**src/rtl/lfsr_axis_writer_pkg.sv**
```systemverilog
// Shared definitions for the LFSR pattern writer: FSM encoding, AXI-Stream beat
// layout (common with the AXI-Stream RAM) and the default feedback mask.
package lfsr_axis_writer_pkg;

  typedef enum logic [2:0] {
    ST_IDLE  = 3'd0,
    ST_WRITE = 3'd1,
    ST_VREQ  = 3'd2,
    ST_VCHK  = 3'd3,
    ST_DONE  = 3'd4
  } state_t;

  localparam logic [7:0] DEFAULT_TAPS = 8'hB8;
  localparam int unsigned TDATA_ADDR_LSB = 16;
  localparam int unsigned TDATA_DATA_LSB = 0;
  localparam logic [8:0] MAX_LEN = 9'd256;

  function automatic logic [31:0] pack_beat(input logic [7:0] addr, input logic [7:0] data);
    logic [31:0] beat;
    beat = '0;
    beat[TDATA_ADDR_LSB +: 8] = addr;
    beat[TDATA_DATA_LSB +: 8] = data;
    return beat;
  endfunction

  function automatic logic [8:0] clamp_len(input logic [8:0] len);
    return (len > MAX_LEN) ? MAX_LEN : len;
  endfunction

  // An all-zero seed would lock the LFSR at zero forever.
  function automatic logic [7:0] fix_seed(input logic [7:0] seed);
    return (seed == 8'h00) ? 8'h01 : seed;
  endfunction

endpackage

```
**src/rtl/lfsr_axis_writer_lfsr8_step.sv**
```systemverilog
// Combinational next-state of an 8-bit Galois LFSR with a configurable tap mask.
module lfsr8_step #(
  parameter logic [7:0] LFSR_TAPS = 8'hB8
) (
  input  logic [7:0] state_i,
  output logic [7:0] next_o
);

  assign next_o = (state_i >> 1) ^ (state_i[0] ? LFSR_TAPS : 8'h00);

endmodule

```
**src/rtl/lfsr_axis_writer.sv**
```systemverilog
// AXI-Stream master writing an LFSR byte run into the stream RAM, with optional
// read-back through the RAM debug port and mismatch counting.
module lfsr_axis_writer
  import lfsr_axis_writer_pkg::*;
#(
  parameter logic [7:0] LFSR_TAPS = DEFAULT_TAPS
) (
  input  logic        aclk,
  input  logic        aresetn,
  input  logic        start,
  input  logic [7:0]  base_addr,
  input  logic [8:0]  length,
  input  logic [7:0]  seed,
  input  logic        verify_en,
  output logic [31:0] m_axis_tdata,
  output logic        m_axis_tvalid,
  input  logic        m_axis_tready,
  output logic [7:0]  debug_addr,
  output logic        debug_rd_en,
  input  logic [31:0] debug_rdata,
  output logic        busy,
  output logic        done,
  output logic [8:0]  error_count,
  output logic [7:0]  first_err_addr
);

  state_t     state_q;
  logic [7:0] base_q, addr_q, seed_q;
  logic [8:0] len_q, rem_q;
  logic       verify_q;
  logic [7:0] wr_lfsr_q, chk_lfsr_q;
  logic [7:0] wr_lfsr_d, chk_lfsr_d;
  logic       tvalid_q, rd_en_q, busy_q, done_q;
  logic [8:0] err_cnt_q;
  logic [7:0] first_err_q;
  logic [8:0] len_clamped;
  logic [7:0] seed_fixed;

  lfsr8_step #(.LFSR_TAPS(LFSR_TAPS)) u_wr_step (
    .state_i (wr_lfsr_q),
    .next_o  (wr_lfsr_d)
  );

  lfsr8_step #(.LFSR_TAPS(LFSR_TAPS)) u_chk_step (
    .state_i (chk_lfsr_q),
    .next_o  (chk_lfsr_d)
  );

  assign len_clamped = clamp_len(length);
  assign seed_fixed  = fix_seed(seed);

  always_ff @(posedge aclk or negedge aresetn) begin
    if (!aresetn) begin
      state_q     <= ST_IDLE;
      base_q      <= '0;
      addr_q      <= '0;
      seed_q      <= 8'h01;
      len_q       <= '0;
      rem_q       <= '0;
      verify_q    <= 1'b0;
      wr_lfsr_q   <= 8'h01;
      chk_lfsr_q  <= 8'h01;
      tvalid_q    <= 1'b0;
      rd_en_q     <= 1'b0;
      busy_q      <= 1'b0;
      done_q      <= 1'b0;
      err_cnt_q   <= '0;
      first_err_q <= '0;
    end else begin
      // NOTE: state uses non-blocking assignments only; the default below is
      // overridden later in the same block, giving a one-cycle done pulse.
      done_q <= 1'b0;
      unique case (state_q)
        ST_IDLE: begin
          if (start) begin
            base_q      <= base_addr;
            addr_q      <= base_addr;
            len_q       <= len_clamped;
            rem_q       <= len_clamped;
            seed_q      <= seed_fixed;
            wr_lfsr_q   <= seed_fixed;
            verify_q    <= verify_en;
            err_cnt_q   <= '0;
            first_err_q <= '0;
            busy_q      <= 1'b1;
            if (len_clamped == 9'd0) begin
              state_q <= ST_DONE;
            end else begin
              state_q  <= ST_WRITE;
              tvalid_q <= 1'b1;
            end
          end
        end
        ST_WRITE: begin
          if (m_axis_tready) begin
            wr_lfsr_q <= wr_lfsr_d;
            if (rem_q == 9'd1) begin
              // Rewind address and pattern so the read-back starts at beat 0.
              tvalid_q   <= 1'b0;
              addr_q     <= base_q;
              chk_lfsr_q <= seed_q;
              rem_q      <= len_q;
              if (verify_q) begin
                state_q <= ST_VREQ;
                rd_en_q <= 1'b1;
              end else begin
                state_q <= ST_DONE;
              end
            end else begin
              addr_q <= addr_q + 8'd1;
              rem_q  <= rem_q - 9'd1;
            end
          end
        end
        ST_VREQ: begin
          rd_en_q <= 1'b0;
          state_q <= ST_VCHK;
        end
        ST_VCHK: begin
          if (debug_rdata[7:0] != chk_lfsr_q) begin
            if (err_cnt_q != MAX_LEN) err_cnt_q <= err_cnt_q + 9'd1;
            if (err_cnt_q == 9'd0) first_err_q <= addr_q;
          end
          chk_lfsr_q <= chk_lfsr_d;
          addr_q     <= addr_q + 8'd1;
          rem_q      <= rem_q - 9'd1;
          if (rem_q == 9'd1) begin
            state_q <= ST_DONE;
          end else begin
            state_q <= ST_VREQ;
            rd_en_q <= 1'b1;
          end
        end
        ST_DONE: begin
          done_q  <= 1'b1;
          busy_q  <= 1'b0;
          state_q <= ST_IDLE;
        end
        default: state_q <= ST_IDLE;
      endcase
    end
  end

  assign m_axis_tvalid  = tvalid_q;
  assign m_axis_tdata   = tvalid_q ? pack_beat(addr_q, wr_lfsr_q) : 32'h0;
  assign debug_addr     = addr_q;
  assign debug_rd_en    = rd_en_q;
  assign busy           = busy_q;
  assign done           = done_q;
  assign error_count    = err_cnt_q;
  assign first_err_addr = first_err_q;

endmodule

```
**config.mk**
```make
export PLATFORM = sky130hd
export DESIGN_NAME = lfsr_axis_writer
export DESIGN_NICKNAME = d
export VERILOG_FILES = /design/src/rtl/lfsr_axis_writer_pkg.sv /design/src/rtl/lfsr_axis_writer_lfsr8_step.sv /design/src/rtl/lfsr_axis_writer.sv
export SDC_FILE = /design/constraint.sdc
export NUM_CORES = 1
export LEC_CHECK = 0
export ABC_AREA = 1
export ABC_CLOCK_PERIOD_IN_PS = 4300
export CORE_MARGIN = 3
export CORE_UTILIZATION = 46
export DETAILED_ROUTE_END_ITERATION = 6
export MAX_ROUTING_LAYER = met4
export PLACE_DENSITY = 0.73
export SLEW_MARGIN = 20
export SYNTH_ARGS = -nofsm -noshare
export SYNTH_HDL_FRONTEND = slang
export SYNTH_SLANG_ARGS = --single-unit
```
**constraint.sdc**
```tcl
create_clock -name aclk -period 4.3 [get_ports aclk]
set_input_delay 1.075 -clock aclk [delete_from_list [all_inputs] [get_ports aclk]]
set_output_delay 1.075 -clock aclk [all_outputs]
set_load 0.01 [all_outputs]
```
==> out/results.txt <==
Synth area leaders: dfrtp_1 39%, nand2_1 20%, inv_1 7.2%, o21ai_0 4.3%, nand3_1 4.2%
IO Pins: 123
area grow syn2layout: 21.4%
RSZ-0062 raised after global routing: false
die width: 112 um
min Tclk post-route: 2930 ps
DRT antenna net count: 0
first-pass GRT wire length: 20400 um
DP Worst Slack: 1310 ps
Synth Area in Compound Gates: 0.0891
routability cong.: 0.872
Reg area: 2080 sq um
Worst-Margin Slew: 823 ps
synthesis-stage register bit count: 83
Post-CTS Setup Inserts: 0
Core ar.: 10900 sq um
Sum Neg Setup Slack: 0 ps
adder-cell share of the synthesized area: 0.0121
worst path cell trace: nand2_1, inv_1, clkdlybuf4s50_1
clock sinks: 83
1st-iter DRT viols: 253
Synth top area share: 0.386
Clock Skew: 7.85 ps
share of cells above drive strength 1: 0.0524
# DRC: 0
Die ar.: 12600 sq um
vias post-DR: 4766
XOR/XNOR Fraction of Synth Area: 0.0220
Final Hold Fails: 0
GRT Overall Usage: 0.200
final setup vio count: 0
register area share after synthesis: 0.402
CP delay by family, top: flip-flops
Synth async-reset ratio: 1.00
# rows: 38
Worst Setup Start Kind: flip-flop
H-tree levels: 3
CP Buf/Inv Count: 2
CP Data Required Time: 3220 ps
Netlist cell types: 36
Avg Vias per Cell: 4.96
Post-CTS Resized: 0
Post-Syn Area per Cell: 6.92 sq um
area of the multi-input gates: 2480 sq um
Leakage: 0.00324 uW
max-slew violations: 0
area of the mapped netlist: 5180 sq um
WL final: 12100 um
largest net degree at the start of global routing: 66
DP Area: 5960 sq um
worst IR drop on VDD: 0.406 mV
max_cap viols: 0
Top FF cell, synth: dfrtp_1
Post-synth EDFFs: 0
period utilization: 0.681
post-synthesis mux area share: 0
Starting Density: 0.474
Commonest cells post-synth: 277 x nand2_1, 99 x inv_1, 80 x dfrtp_1, 57 x nor2_1, 44 x o21ai_0
largest area contributor in the netlist: dfrtp_1
CP max stage delay: 780 ps
count leader, synth: nand2_1
Final Cell Area: 6290 sq um
CTS Hold Bufs: 0
critical path type: reg2out
CP arrival: 1850 ps
CP endpoint kind: primary output
PortBufs: 82
CTS Root Cell: clkbuf_16
Max Freq: 342 MHz
Skew-Pair Late Insertion Delay: 340 ps
CP max FO: 18
Num CTS Buffers: 9
number of detailed-route iterations in the first pass: 5
gr ovfl total: 0
Max clock buf depth: 2
PD cells: 714 nW/um^2
chip height: 112 um
Post-Syn Instances: 749
CTS tree: done
final setup margin: 1370 ps
main combinational cell family by area after synthesis: simple AND/OR/NAND/NOR gates
filler cell count: 1038
Routed wire per std cell: 12.6 um
hpwl dp: 8450 um
Slew HR: 0.451
YS warnings: 0
number of antenna diodes: 0
Post-Synth Simple-Gate Area: 0.344
number of antenna violations at the first check in global routing: 0
slowest CP cell: dfrtp_1
clock transition at the registers of the reported paths: 60 ps
Nets: 883
outcome: completed
vias in the first global route: 4485
HP Class: reg2reg
-- power by group --
group | switching, uW | total [uW] | internal, uW
combinational | 1360 | 2220 | 863
clock | 308 | 847 | 540
sequential | 303 | 1420 | 1110
-- registers in the layout (all words and copies together), names as in the netlist --
name	count
first_err_addr	8
chk_lfsr_q	8
len_q	9
wr_lfsr_q	8
state_q	3
error_count	9
m_axis_tvalid	1
verify_q	1
base_q	8
busy	1
rem_q	9
debug_rd_en	1
done	1
debug_addr	8
seed_q	8
-- metrics by stage --
step / hold slack [ps] / util / std cells / total power (uW)
after floorplan: 447 / - / 764 / 3040
after global placement: 455 / 0.545 / 945 / 3580
after detailed placement: 460 / 0.545 / 945 / 3630
after CTS: 475 / 0.575 / 961 / 4510
after global routing: 495 / 0.575 / 961 / 4900
final: 469 / 0.575 / 961 / 4490
-- logic make-up after synthesis --
logic type | count (synthesis)
XOR/XNOR | 13
other | 1
buffers and inverters | 146
AND/OR/NAND/NOR | 418
adder cells (fa/ha/maj) | 5
flip-flops | 83
AO/OA/AOI/OAI | 83
-- path summary, 6_finish.rpt --
path	startpoint	to	slack, ps	depth (start not counted)
worst min register to register	first_err_addr[5]	first_err_addr[5]	470	2
worst max register to register	state_q[2]	chk_lfsr_q[6]	1550	9
worst max-delay path	m_axis_tvalid	m_axis_tdata[23]	1370	3
max in group asynchronous	aresetn	seed_q[0]	2610	2
min in group asynchronous	aresetn	len_q[3]	840	1
worst min-delay path	first_err_addr[5]	first_err_addr[5]	470	2
-- worst register-to-register path, stage by stage, from the launching register on --
cell,delay (ps)
dfrtp_1,440
inv_2,130
nand2_2,280
nor2_2,170
buf_4,270
inv_2,180
nor2_2,570
nor2_1,110
nor2_2,330
o21ai_0,140
-- area by class of cell --
type	count	area share
Timing Repair Buffer	85	0.134
Clock inverter	4	0.0115
Clock buffer	12	0.0408
Tap cell	140	0.0279
Inverter	102	0.0609
Multi-Input combinational cell	535	0.394
Sequential cell	83	0.331
-- routing by layer --
| metal | up-vias | track usage | routed length, um |
|---|---|---|---|
| li1 | 2436 | - | - |
| met4 | 0 | 0.0809 | 206 |
| met5 | - | - | 0 |
| met1 | 2157 | 0.255 | 5430 |
| met2 | 153 | 0.321 | 5720 |
| met3 | 20 | 0.0286 | 725 |
-- cells in the final DEF (no fill, tap or decap), types with 5 or more instances in the layout --
cell and n:
nor2_1 57, o21ai_0 44, a31oi_1 6, nand4_1 20, a21oi_1 20, ha_1 5, xor2_1 9, inv_1 99
dfrtp_1 80, nand3_1 43, clkbuf_16 9, clkdlybuf4s50_1 81, conb_1 16, nand2_1 277
Power figures use the tool's default switching activity.
